## config.mk

```make
export PLATFORM = sky130hd
export DESIGN_NAME = vga_timing_gen_flat
export DESIGN_NICKNAME = d
export VERILOG_FILES = /design/src/rtl/vga_pkg.sv /design/src/rtl/vga_timing_gen_if.sv /design/src/rtl/vga_pix_div.sv /design/src/rtl/vga_timing_gen.sv /design/src/flat_wrapper.sv
export SDC_FILE = /design/constraint.sdc
export NUM_CORES = 1
export LEC_CHECK = 0
export CAP_MARGIN = 40
export CORE_MARGIN = 5
export CORE_UTILIZATION = 57
export DETAILED_ROUTE_END_ITERATION = 8
export PLACE_DENSITY = 0.85
export SKIP_LAST_GASP = 1
export SLEW_MARGIN = 10
export SYNTH_ARGS = -nofsm -noshare
export SYNTH_HDL_FRONTEND = slang
export SYNTH_SLANG_ARGS = --single-unit
```

## constraint.sdc

```tcl
create_clock -name clk -period 5.4 [get_ports clk]
set_clock_uncertainty 0.1 [all_clocks]
set_input_delay 1.35 -clock clk [delete_from_list [all_inputs] [get_ports clk]]
set_output_delay 1.35 -clock clk [all_outputs]
set_load 0.05 [all_outputs]
```

## src/rtl/vga_pkg.sv

```systemverilog
// Shared VGA timing constants, pixel type and colour-bar helpers.
package vga_pkg;

  localparam int unsigned CLK_DIV_DEFAULT = 4;

  localparam int unsigned H_SYNC   = 96;
  localparam int unsigned H_BP     = 48;
  localparam int unsigned H_ACTIVE = 640;
  localparam int unsigned H_FP     = 16;
  localparam int unsigned H_TOTAL  = H_SYNC + H_BP + H_ACTIVE + H_FP;

  localparam int unsigned V_SYNC   = 2;
  localparam int unsigned V_BP     = 33;
  localparam int unsigned V_ACTIVE = 480;
  localparam int unsigned V_FP     = 10;
  localparam int unsigned V_TOTAL  = V_SYNC + V_BP + V_ACTIVE + V_FP;

  localparam int unsigned ROW_OFFSET = V_SYNC + V_BP;
  localparam int unsigned COL_OFFSET = H_SYNC + H_BP;

  localparam int unsigned BAR_WIDTH = 80;

  typedef struct packed {
    logic [3:0] r;
    logic [3:0] g;
    logic [3:0] b;
  } rgb444_t;

  // Compare ladder instead of a divide: bar i covers columns [i*80, i*80+79].
  function automatic logic [2:0] bar_index(input logic [9:0] col);
    logic [2:0] idx;
    idx = '0;
    for (int unsigned i = 1; i < 8; i++) begin
      if (col >= 10'(i * BAR_WIDTH)) idx = 3'(i);
    end
    return idx;
  endfunction

  function automatic rgb444_t bar_colour(input logic [2:0] idx);
    rgb444_t c;
    c.r = {4{idx[2]}};
    c.g = {4{idx[1]}};
    c.b = {4{idx[0]}};
    return c;
  endfunction

endpackage

```

## src/rtl/vga_timing_gen_if.sv

```systemverilog
// Pixel-side bus between the raster generator and the renderer / display pins.
interface vga_timing_gen_if;
  logic [11:0] d_in;
  logic        pix_tick;
  logic [8:0]  row_addr;
  logic [9:0]  col_addr;
  logic        rdn;
  logic        hs;
  logic        vs;
  logic [3:0]  r;
  logic [3:0]  g;
  logic [3:0]  b;

  modport master (
    input  d_in,
    output pix_tick, row_addr, col_addr, rdn, hs, vs, r, g, b
  );

  modport slave (
    output d_in,
    input  pix_tick, row_addr, col_addr, rdn, hs, vs, r, g, b
  );
endinterface

```

## src/rtl/vga_pix_div.sv

```systemverilog
// Free-running board-clock divider producing a registered one-clock pixel strobe.
module vga_pix_div
  import vga_pkg::*;
#(
  parameter int unsigned CLK_DIV = CLK_DIV_DEFAULT
) (
  input  logic clk,
  input  logic rst,
  output logic pix_tick
);

  localparam int unsigned DW = $clog2(CLK_DIV);

  logic [DW-1:0] div_cnt_q, div_cnt_d;
  logic          pix_tick_q, pix_tick_d;
  logic          div_last;

  always_comb begin
    div_last   = (div_cnt_q == DW'(CLK_DIV - 1));
    div_cnt_d  = div_last ? '0 : div_cnt_q + 1'b1;
    pix_tick_d = div_last;
  end

  always_ff @(posedge clk or posedge rst) begin
    if (rst) begin
      div_cnt_q  <= '0;
      pix_tick_q <= 1'b0;
    end else begin
      div_cnt_q  <= div_cnt_d;
      pix_tick_q <= pix_tick_d;
    end
  end

  assign pix_tick = pix_tick_q;

endmodule

```

## src/rtl/vga_timing_gen.sv

```systemverilog
// 640x480@60 raster generator: h/v counters, address stage, aligned sync/colour stage.
// Define VGA_TEST_PATTERN_EN to ignore d_in and show eight 80-pixel colour bars.
module vga_timing_gen
  import vga_pkg::*;
#(
  parameter int unsigned CLK_DIV  = CLK_DIV_DEFAULT,
  parameter int unsigned H_SYNC   = vga_pkg::H_SYNC,
  parameter int unsigned H_BP     = vga_pkg::H_BP,
  parameter int unsigned H_ACTIVE = vga_pkg::H_ACTIVE,
  parameter int unsigned H_FP     = vga_pkg::H_FP,
  parameter int unsigned V_SYNC   = vga_pkg::V_SYNC,
  parameter int unsigned V_BP     = vga_pkg::V_BP,
  parameter int unsigned V_ACTIVE = vga_pkg::V_ACTIVE,
  parameter int unsigned V_FP     = vga_pkg::V_FP
) (
  input  logic             clk,
  input  logic             rst,
  vga_timing_gen_if.master vga
);

  localparam int unsigned H_TOT   = H_SYNC + H_BP + H_ACTIVE + H_FP;
  localparam int unsigned V_TOT   = V_SYNC + V_BP + V_ACTIVE + V_FP;
  localparam int unsigned COL_OFS = H_SYNC + H_BP;
  localparam int unsigned ROW_OFS = V_SYNC + V_BP;
  localparam int unsigned HW      = $clog2(H_TOT);
  localparam int unsigned VW      = $clog2(V_TOT);

  logic          pix_tick;
  logic [HW-1:0] h_cnt_q, h_cnt_d;
  logic [VW-1:0] v_cnt_q, v_cnt_d;
  logic [8:0]    row_addr_q, row_addr_d;
  logic [9:0]    col_addr_q, col_addr_d;
  logic          act1_q, act1_d;
  logic          hs1_q, hs1_d;
  logic          vs1_q, vs1_d;
  logic          rdn_q, rdn_d;
  logic          hs_q, hs_d;
  logic          vs_q, vs_d;
  rgb444_t       rgb_q, rgb_d;
  rgb444_t       pix_src;
  logic          h_act, v_act;

  vga_pix_div #(.CLK_DIV(CLK_DIV)) u_pix_div (
    .clk      (clk),
    .rst      (rst),
    .pix_tick (pix_tick)
  );

`ifdef VGA_TEST_PATTERN_EN
  assign pix_src = bar_colour(bar_index(col_addr_q));
`else
  assign pix_src = rgb444_t'(vga.d_in);
`endif

  // Stage 1 captures the address plus its active/sync flags, so stage 2 only
  // has to delay them by one pixel to line up with the returned colour.
  always_comb begin
    h_act      = (h_cnt_q >= HW'(COL_OFS)) && (h_cnt_q < HW'(COL_OFS + H_ACTIVE));
    v_act      = (v_cnt_q >= VW'(ROW_OFS)) && (v_cnt_q < VW'(ROW_OFS + V_ACTIVE));
    h_cnt_d    = h_cnt_q;
    v_cnt_d    = v_cnt_q;
    row_addr_d = row_addr_q;
    col_addr_d = col_addr_q;
    act1_d     = act1_q;
    hs1_d      = hs1_q;
    vs1_d      = vs1_q;
    rdn_d      = rdn_q;
    hs_d       = hs_q;
    vs_d       = vs_q;
    rgb_d      = rgb_q;
    if (pix_tick) begin
      if (h_cnt_q == HW'(H_TOT - 1)) begin
        h_cnt_d = '0;
        v_cnt_d = (v_cnt_q == VW'(V_TOT - 1)) ? '0 : v_cnt_q + 1'b1;
      end else begin
        h_cnt_d = h_cnt_q + 1'b1;
      end
      row_addr_d = 9'(v_cnt_q) - 9'(ROW_OFS);
      col_addr_d = 10'(h_cnt_q) - 10'(COL_OFS);
      act1_d     = h_act && v_act;
      hs1_d      = ~(h_cnt_q < HW'(H_SYNC));
      vs1_d      = ~(v_cnt_q < VW'(V_SYNC));
      rdn_d      = ~act1_q;
      hs_d       = hs1_q;
      vs_d       = vs1_q;
      rgb_d      = act1_q ? pix_src : '0;
    end
  end

  always_ff @(posedge clk or posedge rst) begin
    if (rst) begin
      h_cnt_q    <= '0;
      v_cnt_q    <= '0;
      row_addr_q <= '0;
      col_addr_q <= '0;
      act1_q     <= 1'b0;
      hs1_q      <= 1'b1;
      vs1_q      <= 1'b1;
      rdn_q      <= 1'b1;
      hs_q       <= 1'b1;
      vs_q       <= 1'b1;
      rgb_q      <= '0;
    end else begin
      h_cnt_q    <= h_cnt_d;
      v_cnt_q    <= v_cnt_d;
      row_addr_q <= row_addr_d;
      col_addr_q <= col_addr_d;
      act1_q     <= act1_d;
      hs1_q      <= hs1_d;
      vs1_q      <= vs1_d;
      rdn_q      <= rdn_d;
      hs_q       <= hs_d;
      vs_q       <= vs_d;
      rgb_q      <= rgb_d;
    end
  end

  assign vga.pix_tick = pix_tick;
  assign vga.row_addr = row_addr_q;
  assign vga.col_addr = col_addr_q;
  assign vga.rdn      = rdn_q;
  assign vga.hs       = hs_q;
  assign vga.vs       = vs_q;
  assign vga.r        = rgb_q.r;
  assign vga.g        = rgb_q.g;
  assign vga.b        = rgb_q.b;

endmodule

```

## src/flat_wrapper.sv

```systemverilog
// flat-port wrapper written by rule: the top's interface ports become plain ports
module vga_timing_gen_flat import vga_pkg::*;
#(
  parameter int unsigned CLK_DIV  = CLK_DIV_DEFAULT,
  parameter int unsigned H_SYNC   = vga_pkg::H_SYNC,
  parameter int unsigned H_BP     = vga_pkg::H_BP,
  parameter int unsigned H_ACTIVE = vga_pkg::H_ACTIVE,
  parameter int unsigned H_FP     = vga_pkg::H_FP,
  parameter int unsigned V_SYNC   = vga_pkg::V_SYNC,
  parameter int unsigned V_BP     = vga_pkg::V_BP,
  parameter int unsigned V_ACTIVE = vga_pkg::V_ACTIVE,
  parameter int unsigned V_FP     = vga_pkg::V_FP
)
  (clk, rst, vga_d_in, vga_pix_tick, vga_row_addr, vga_col_addr, vga_rdn, vga_hs, vga_vs, vga_r, vga_g, vga_b);
  vga_timing_gen_if vga_i ();
  input  logic clk;
  input  logic rst;
  input wire logic [$bits(vga_i.d_in)-1:0] vga_d_in;
  output wire logic [$bits(vga_i.pix_tick)-1:0] vga_pix_tick;
  output wire logic [$bits(vga_i.row_addr)-1:0] vga_row_addr;
  output wire logic [$bits(vga_i.col_addr)-1:0] vga_col_addr;
  output wire logic [$bits(vga_i.rdn)-1:0] vga_rdn;
  output wire logic [$bits(vga_i.hs)-1:0] vga_hs;
  output wire logic [$bits(vga_i.vs)-1:0] vga_vs;
  output wire logic [$bits(vga_i.r)-1:0] vga_r;
  output wire logic [$bits(vga_i.g)-1:0] vga_g;
  output wire logic [$bits(vga_i.b)-1:0] vga_b;
  assign vga_i.d_in = vga_d_in;
  assign vga_pix_tick = vga_i.pix_tick;
  assign vga_row_addr = vga_i.row_addr;
  assign vga_col_addr = vga_i.col_addr;
  assign vga_rdn = vga_i.rdn;
  assign vga_hs = vga_i.hs;
  assign vga_vs = vga_i.vs;
  assign vga_r = vga_i.r;
  assign vga_g = vga_i.g;
  assign vga_b = vga_i.b;
  vga_timing_gen #(.CLK_DIV(CLK_DIV), .H_SYNC(H_SYNC), .H_BP(H_BP), .H_ACTIVE(H_ACTIVE), .H_FP(H_FP), .V_SYNC(V_SYNC), .V_BP(V_BP), .V_ACTIVE(V_ACTIVE), .V_FP(V_FP)) u_core (.clk(clk), .rst(rst), .vga(vga_i));
endmodule
```

==> out/results.tsv, run 1 <==
stage	metric	value	unit
route	Residual DRC	0	
worst_setup_path	CP peak stage delay	0.91	ns
sta	setup TNS	0	ns
global_routing	first-pass GRT wire length	9.60	mm
cells_and_area	n_diodes	0	
floorplanning	initial core utilization	0.597	
worst_setup_path	crit path buf inv count	2	
synth	Syn Area/Cell	10.4	um2
sta	hold_ws	0.327	ns
clocking	postcts setup bufs	0	
synth	Post-Syn Instances	277	
worst_setup_path	CP Data Arrival Time	2.04	ns
flow_run	Max-cap violations	0	
floorplanning	Core Area	4820	um2
synth	Synth Cell Area	2880	um2
sta	unrepaired setup endpoints after global routing	no	
clocking	clock-pin slew on the worst setup and hold paths	0.06	ns
place	post-DP HPWL	4.05	mm
cells_and_area	Util after Layout	0.744	
sta	Max Fclk	0.286	GHz
global_routing	initial antenna violation count	0	
power	Static Leakage	1.48	nW
sta	clock period minus worst slack	3.49	ns
global_routing	number of global-route vias before repair	2046	
clocking	clock sink total	60	
synth	unique cell type count in the Yosys netlist	46	
global_routing	GR Util All Layers	0.194	
synth	Synth Net Count	299	
clocking	CTS root buf	clkbuf_8	
worst_setup_path	CP Capture Type	primary output	
synth	ys async rst share	1.00	
clocking	H-tree levels	3	
floorplanning	io pins	49	
power	switch share	0.200	
clocking	total CTS buffers	9	
route	final WL	5.66	mm
power	Logic pwr share	0.025	
route	post-detailed-route count of antenna-violating nets	0	
place	Cell Area, Placed	3400	um2
route	DR vias	2132	
worst_setup_path	CP delay by family, top	buffers and inverters	
clocking	Clock Latency Late Sink	0.33	ns
clocking	hold buffer count at cts	0	
floorplanning	Rows	25	
clocking	CTS tree	built	
worst_setup_path	crit-path cells	buf_4 > clkdlybuf4s50_1	
sta	max-slew violations	0	
global_routing	largest net degree at the start of global routing	58	
worst_setup_path	critical path class	flop to primary output	
power	switching pwr	0.000166	W
synth	Synth Register Bits	60	
synth	largest area contributor in the netlist	dfrtp_1	
synth	leading register cell type out of synthesis	dfrtp_1	
sta	Final Hold Fails	0	
power	internal power	0.000664	W
sta	worst-margin pin slew	0.710	ns
route	Initial DRT Pass Iterations	4	
power	Power Density	232	nW/um2
worst_setup_path	required time of the critical path	3.95	ns
cells_and_area	Final Cell Area	3580	um2
floorplanning	die area	6570	um2
synth	top cells by area, synth	dfrtp_1 (48%), mux2_2 (6.3%), dfstp_2 (4.6%)	
cells_and_area	Area Growth Syn to Fin	24.6	%
global_routing	gr ovfl total	0	
synth	EDFF count, synth	0	
worst_setup_path	worst-path fanout max	57	
power	sequential power share	0.542	
place	routability cong.	0.869	
clocking	deepest clock path buffer count	2	
worst_setup_path	crit start category	flop	
floorplanning	Die Y-Extent	81.0	um
sta	period utilization	0.647	
worst_hold_path	Hold Crit Class	flop to flop	
route	drt wl/cell	14.4	um
cells_and_area	layout net count	344	
power	clock power share	0.434	
floorplanning	Die X	81.0	um
synth	Synth top area share	0.479	
worst_setup_path	Crit-path slowest cell	clkdlybuf4s50_1	
route	DRT iter0 DRCs	90	
cells_and_area	share of layout cells above drive strength 1	0.138	
synth	Ys Warns	0	
power	worst vdd ir	0.205	mV
place	Buffers on Ports	48	
clocking	post-cts resize count	0	
outcome	status	completed	
sta	relative slew slack	0.520	
sta	setup violators final	0	
synth	sequential area share after synthesis	0.524	
route	Via density	5.41	
-- through the flow --
| stage | setup WS (ns) | power [W] | instances |
|---|---|---|---|
| floorplan | 2.47 | 0.000465 | 277 |
| global placement | 2.26 | 0.000477 | 377 |
| detailed placement | 2.23 | 0.000479 | 378 |
| CTS | 1.87 | 0.000840 | 394 |
| global route | 1.80 | 0.000860 | 394 |
| finish | 1.91 | 0.000831 | 394 |
-- cell usage in the layout, fill, tap and decap left out, types with 3 or more instances in the layout --
master / n
xnor2_1: 13
a22o_1: 3
ha_1: 8
dfrtp_1: 54
nand4_1: 3
clkbuf_1: 3
and3_1: 3
nand3_1: 7
or3_1: 3
clkbuf_8: 12
inv_1: 25
a21oi_1: 13
nor3_1: 8
dfstp_2: 5
mux2_2: 16
clkdlybuf4s50_1: 48
o22ai_1: 3
nor2_1: 14
o21ai_0: 23
nand2_1: 21
and4_1: 3
-- registers in the layout, indices dropped and copies added, names as in the netlist --
| name | flops |
|---|---|
| u_core.v_cnt_q | 10 |
| u_core.h_cnt_q | 10 |
| u_core.vga.row_addr | 9 |
| u_core.vga.vs | 1 |
| u_core.vga.col_addr | 10 |
| u_core.u_pix_div.div_cnt_q | 2 |
| u_core.hs1_q | 1 |
| u_core.vs1_q | 1 |
| u_core.u_pix_div.pix_tick | 1 |
| u_core.vga.hs | 1 |
| u_core.vga.b | 4 |
| u_core.vga.g | 4 |
| u_core.act1_q | 1 |
| u_core.vga.rdn | 1 |
| u_core.vga.r | 4 |
-- kinds of logic after synthesis --
logic type / after synthesis / synth area share
flops: 60 / 0.524
fa+ha+maj: 8 / 0.0348
mux: 18 / 0.0696
simple gates: 79 / 0.155
compound gates: 54 / 0.111
buf+inv: 43 / 0.0601
xor+xnor: 15 / 0.0457
-- cells in the mapped netlist (all sizes together), types with 5 or more instances --
master and n:
a21oi 13, nor3 10, inv 26, dfstp 5, buf 6, nor2 15
clkbuf 11, o21ai 24, nand2 21, ha 8, nand3 7, xnor2 13
dfrtp 55, mux2 16
-- power by group through the flow --
| stage | logic (W) | registers (W) | clock network (W) |
|---|---|---|---|
| global placement | 0.0000187 | 0.000458 | 0 |
| detailed placement | 0.0000210 | 0.000458 | 0 |
| global route | 0.0000232 | 0.000450 | 0.000388 |
| CTS | 0.0000212 | 0.000450 | 0.000369 |
| floorplan | 0.00000663 | 0.000458 | 0 |
| finish | 0.0000204 | 0.000450 | 0.000360 |
-- cell type report --
cell class              instances  area [um2]
flip-flops and latches         60        1510
fillers                       358        1230
multi-input cells             174        1190
repair buffers                 51         515
clock buffers                  15         176
inverters                      26        97.6
well taps                      67        83.8
clock inverters                 1        5.00
-- per-layer routing --
layer / global-route usage / routed length (um) / vias to the layer above
met5: 0 / 0 / -
met4: 0.0963 / 148 / 0
met3: 0.0588 / 432 / 14
met2: 0.296 / 2550 / 71
met1: 0.251 / 2520 / 1003
li1: - / - / 1044
-- final timing paths --
kind | from | to | slack (ns) | cells past startpoint
max | u_core.u_pix_div.pix_tick | vga_pix_tick | 1.91 | 2
min | u_core.u_pix_div.div_cnt_q[0] | u_core.u_pix_div.div_cnt_q[0] | 0.33 | 1
max reg2reg | u_core.u_pix_div.pix_tick | u_core.v_cnt_q[4] | 3.12 | 4
min reg2reg | u_core.u_pix_div.div_cnt_q[0] | u_core.u_pix_div.div_cnt_q[0] | 0.33 | 1
max in group asynchronous | rst | u_core.u_pix_div.pix_tick | 3.19 | 4
min in group asynchronous | rst | u_core.vga.row_addr[5] | 1.23 | 2
(Power assumes the default switching activity.)
==> inputs of run 2 (changes only) <==
CORE_UTILIZATION = 48   (was 57)
PLACE_DENSITY = 0.76   (was 0.85)
clock period = 3.05 ns   (was 5.4 ns; I/O delays follow)
==> run 2 against run 1 <==
Via count grew 2.2%; critical path depth shrank 1; setup slack lost 1.4 ns; critical endpoint is now vga_rdn; largest power group unchanged.
==> out/results.tsv, run 2 (synthesis results as in run 1) <==
stage	metric	value	unit	change
route	drt wl/cell	14.8	um	+3.2%
clocking	CTS tree	built		
clocking	hold buffer count at cts	0		unchanged
worst_hold_path	Hold Crit Class	flop to flop		
sta	period utilization	0.825		
worst_setup_path	CP peak stage delay	0.79	ns	-0.12 ns
flow_run	Max-cap violations	0		unchanged
route	post-detailed-route count of antenna-violating nets	0		unchanged
sta	relative slew slack	0.544		+0.0238
route	Residual DRC	0		unchanged
cells_and_area	filler instances	490		+37%
sta	clock period minus worst slack	2.51	ns	
sta	unrepaired setup endpoints after global routing	no		
sta	worst-margin pin slew	0.675	ns	-0.0352 ns
sta	setup violators final	0		unchanged
global_routing	number of global-route vias before repair	2054		+0.39%
sta	hold_ws	0.328	ns	+0.00106 ns
route	final WL	5.94	mm	+5.1%
floorplanning	Die X	87.4	um	+7.9%
power	Power Density	442	nW/um2	+91%
place	post-DP HPWL	3.90	mm	-3.6%
worst_setup_path	crit start category	flop		
clocking	postcts setup bufs	0		unchanged
worst_setup_path	CP delay by family, top	buffers and inverters		
worst_setup_path	CP startpoint	u_core.vga.rdn		
clocking	CTS root buf	clkbuf_8		
cells_and_area	commonest non-fill, non-tap cell in the layout	dfrtp_1		
place	Buffers on Ports	48		unchanged
power	worst vdd ir	0.234	mV	+14%
worst_setup_path	crit-path cells	clkdlybuf4s50_1		
worst_setup_path	worst-path fanout max	2		-96%
clocking	H-tree levels	3		unchanged
global_routing	initial antenna violation count	0		unchanged
cells_and_area	share of layout cells above drive strength 1	0.147		+0.00962
place	pre-CTS setup slack	0.878	ns	-1.36 ns
clocking	post-cts resize count	0		unchanged
worst_setup_path	CP Capture Type	primary output		
worst_setup_path	FF-to-FF Start	u_core.h_cnt_q[1]		
outcome	status	completed		
worst_setup_path	crit path buf inv count	1		-1
floorplanning	initial core utilization	0.489		-0.108
clocking	clock sink total	60		unchanged
place	routability cong.	0.847		-2.5%
floorplanning	Core Area	5890	um2	+22%
global_routing	GR Util All Layers	0.170		-0.0244
floorplanning	Rows	28		+12%
sta	final worst setup slack	0.535	ns	-1.37 ns
power	Power, Total	0.00160	W	+93%
worst_setup_path	critical path class	flop to primary output		
worst_hold_path	min-delay src	u_core.u_pix_div.div_cnt_q[0]		
sta	Final Hold Fails	0		unchanged
sta	Max Fclk	0.398	GHz	
global_routing	gr ovfl total	0		unchanged
sta	max-slew violations	0		unchanged
cells_and_area	most frequent cells in the layout	dfrtp_1 (54), clkdlybuf4s50_1 (47), inv_1 (25), o21ai_0 (23), nand2_1 (21)		
route	DRT iter0 DRCs	150		+67%
power	Static Leakage	1.50	nW	+1.0%
clocking	Clock Latency Late Sink	0.33	ns	about the same
floorplanning	die area	7640	um2	+16%
clocking	clock-pin slew on the worst setup and hold paths	0.06	ns	about the same
floorplanning	io pins	49		unchanged
sta	setup TNS	0	ns	unchanged
worst_setup_path	CP Data Arrival Time	1.65	ns	-0.39 ns
global_routing	first-pass GRT wire length	9.99	mm	+4.1%
route	DR vias	2179		+2.2%
cells_and_area	Area Growth Syn to Fin	26.0	%	
cells_and_area	layout net count	343		-0.29%
route	Via density	5.43		+0.42%
worst_setup_path	Crit-path slowest cell	clkdlybuf4s50_1		
worst_setup_path	required time of the critical path	2.19	ns	-1.76 ns
global_routing	largest net degree at the start of global routing	61		+5.2%
clocking	deepest clock path buffer count	2		unchanged
route	Initial DRT Pass Iterations	4		unchanged
clocking	total CTS buffers	9		unchanged
cells_and_area	n_diodes	0		unchanged
floorplanning	Die Y-Extent	87.4	um	+7.9%
==> run 2: layer usage <==
layer	wire length [um]	GRT usage
met1	2750	0.241
met2	2680	0.242
met3	390	0.0464
met4	123	0.0739
met5	0	0
==> run 2: cell type report <==
class | instances | area (um2) | share of cell area
multi-input combinational | 174 | 1190 | 0.330
clock inverter | 3 | 42.5 | 0.0117
sequential | 60 | 1510 | 0.417
inverter | 26 | 97.6 | 0.0269
timing repair buffer | 50 | 505 | 0.140
clock buffer | 13 | 179 | 0.0494
tap | 75 | 93.8 | 0.0259
==> run 2: where the power goes <==
part / internal [W] / total (W) / switching [W]
Sequential: 0.000796 / 0.000796 / 0
Combinational: 0.0000174 / 0.0000347 / 0.0000173
Clock: 0.000465 / 0.000769 / 0.000304
Total: 0.00128 / 0.00160 / 0.000322
==> run 2: worst paths after layout <==
kind	end	slack, ns	cells after the start
setup / recovery	vga_rdn	0.54	1
hold / removal	u_core.u_pix_div.div_cnt_q[0]	0.33	1
setup reg to reg	u_core.v_cnt_q[5]	0.98	5
hold reg to reg	u_core.u_pix_div.div_cnt_q[0]	0.33	1
max in group asynchronous	u_core.hs1_q	1.84	3
min in group asynchronous	u_core.vga.row_addr[5]	0.70	3
==> run 2: through the flow <==
| step | area (um2) | cells | util |
|---|---|---|---|
| detailed placement | 3400 | 385 | 0.578 |
| global placement | 3400 | 385 | 0.578 |
| floorplan | 2880 | 277 | - |
| CTS | 3620 | 401 | 0.615 |
| global route | 3620 | 401 | 0.615 |
| finish | 3620 | 401 | 0.615 |
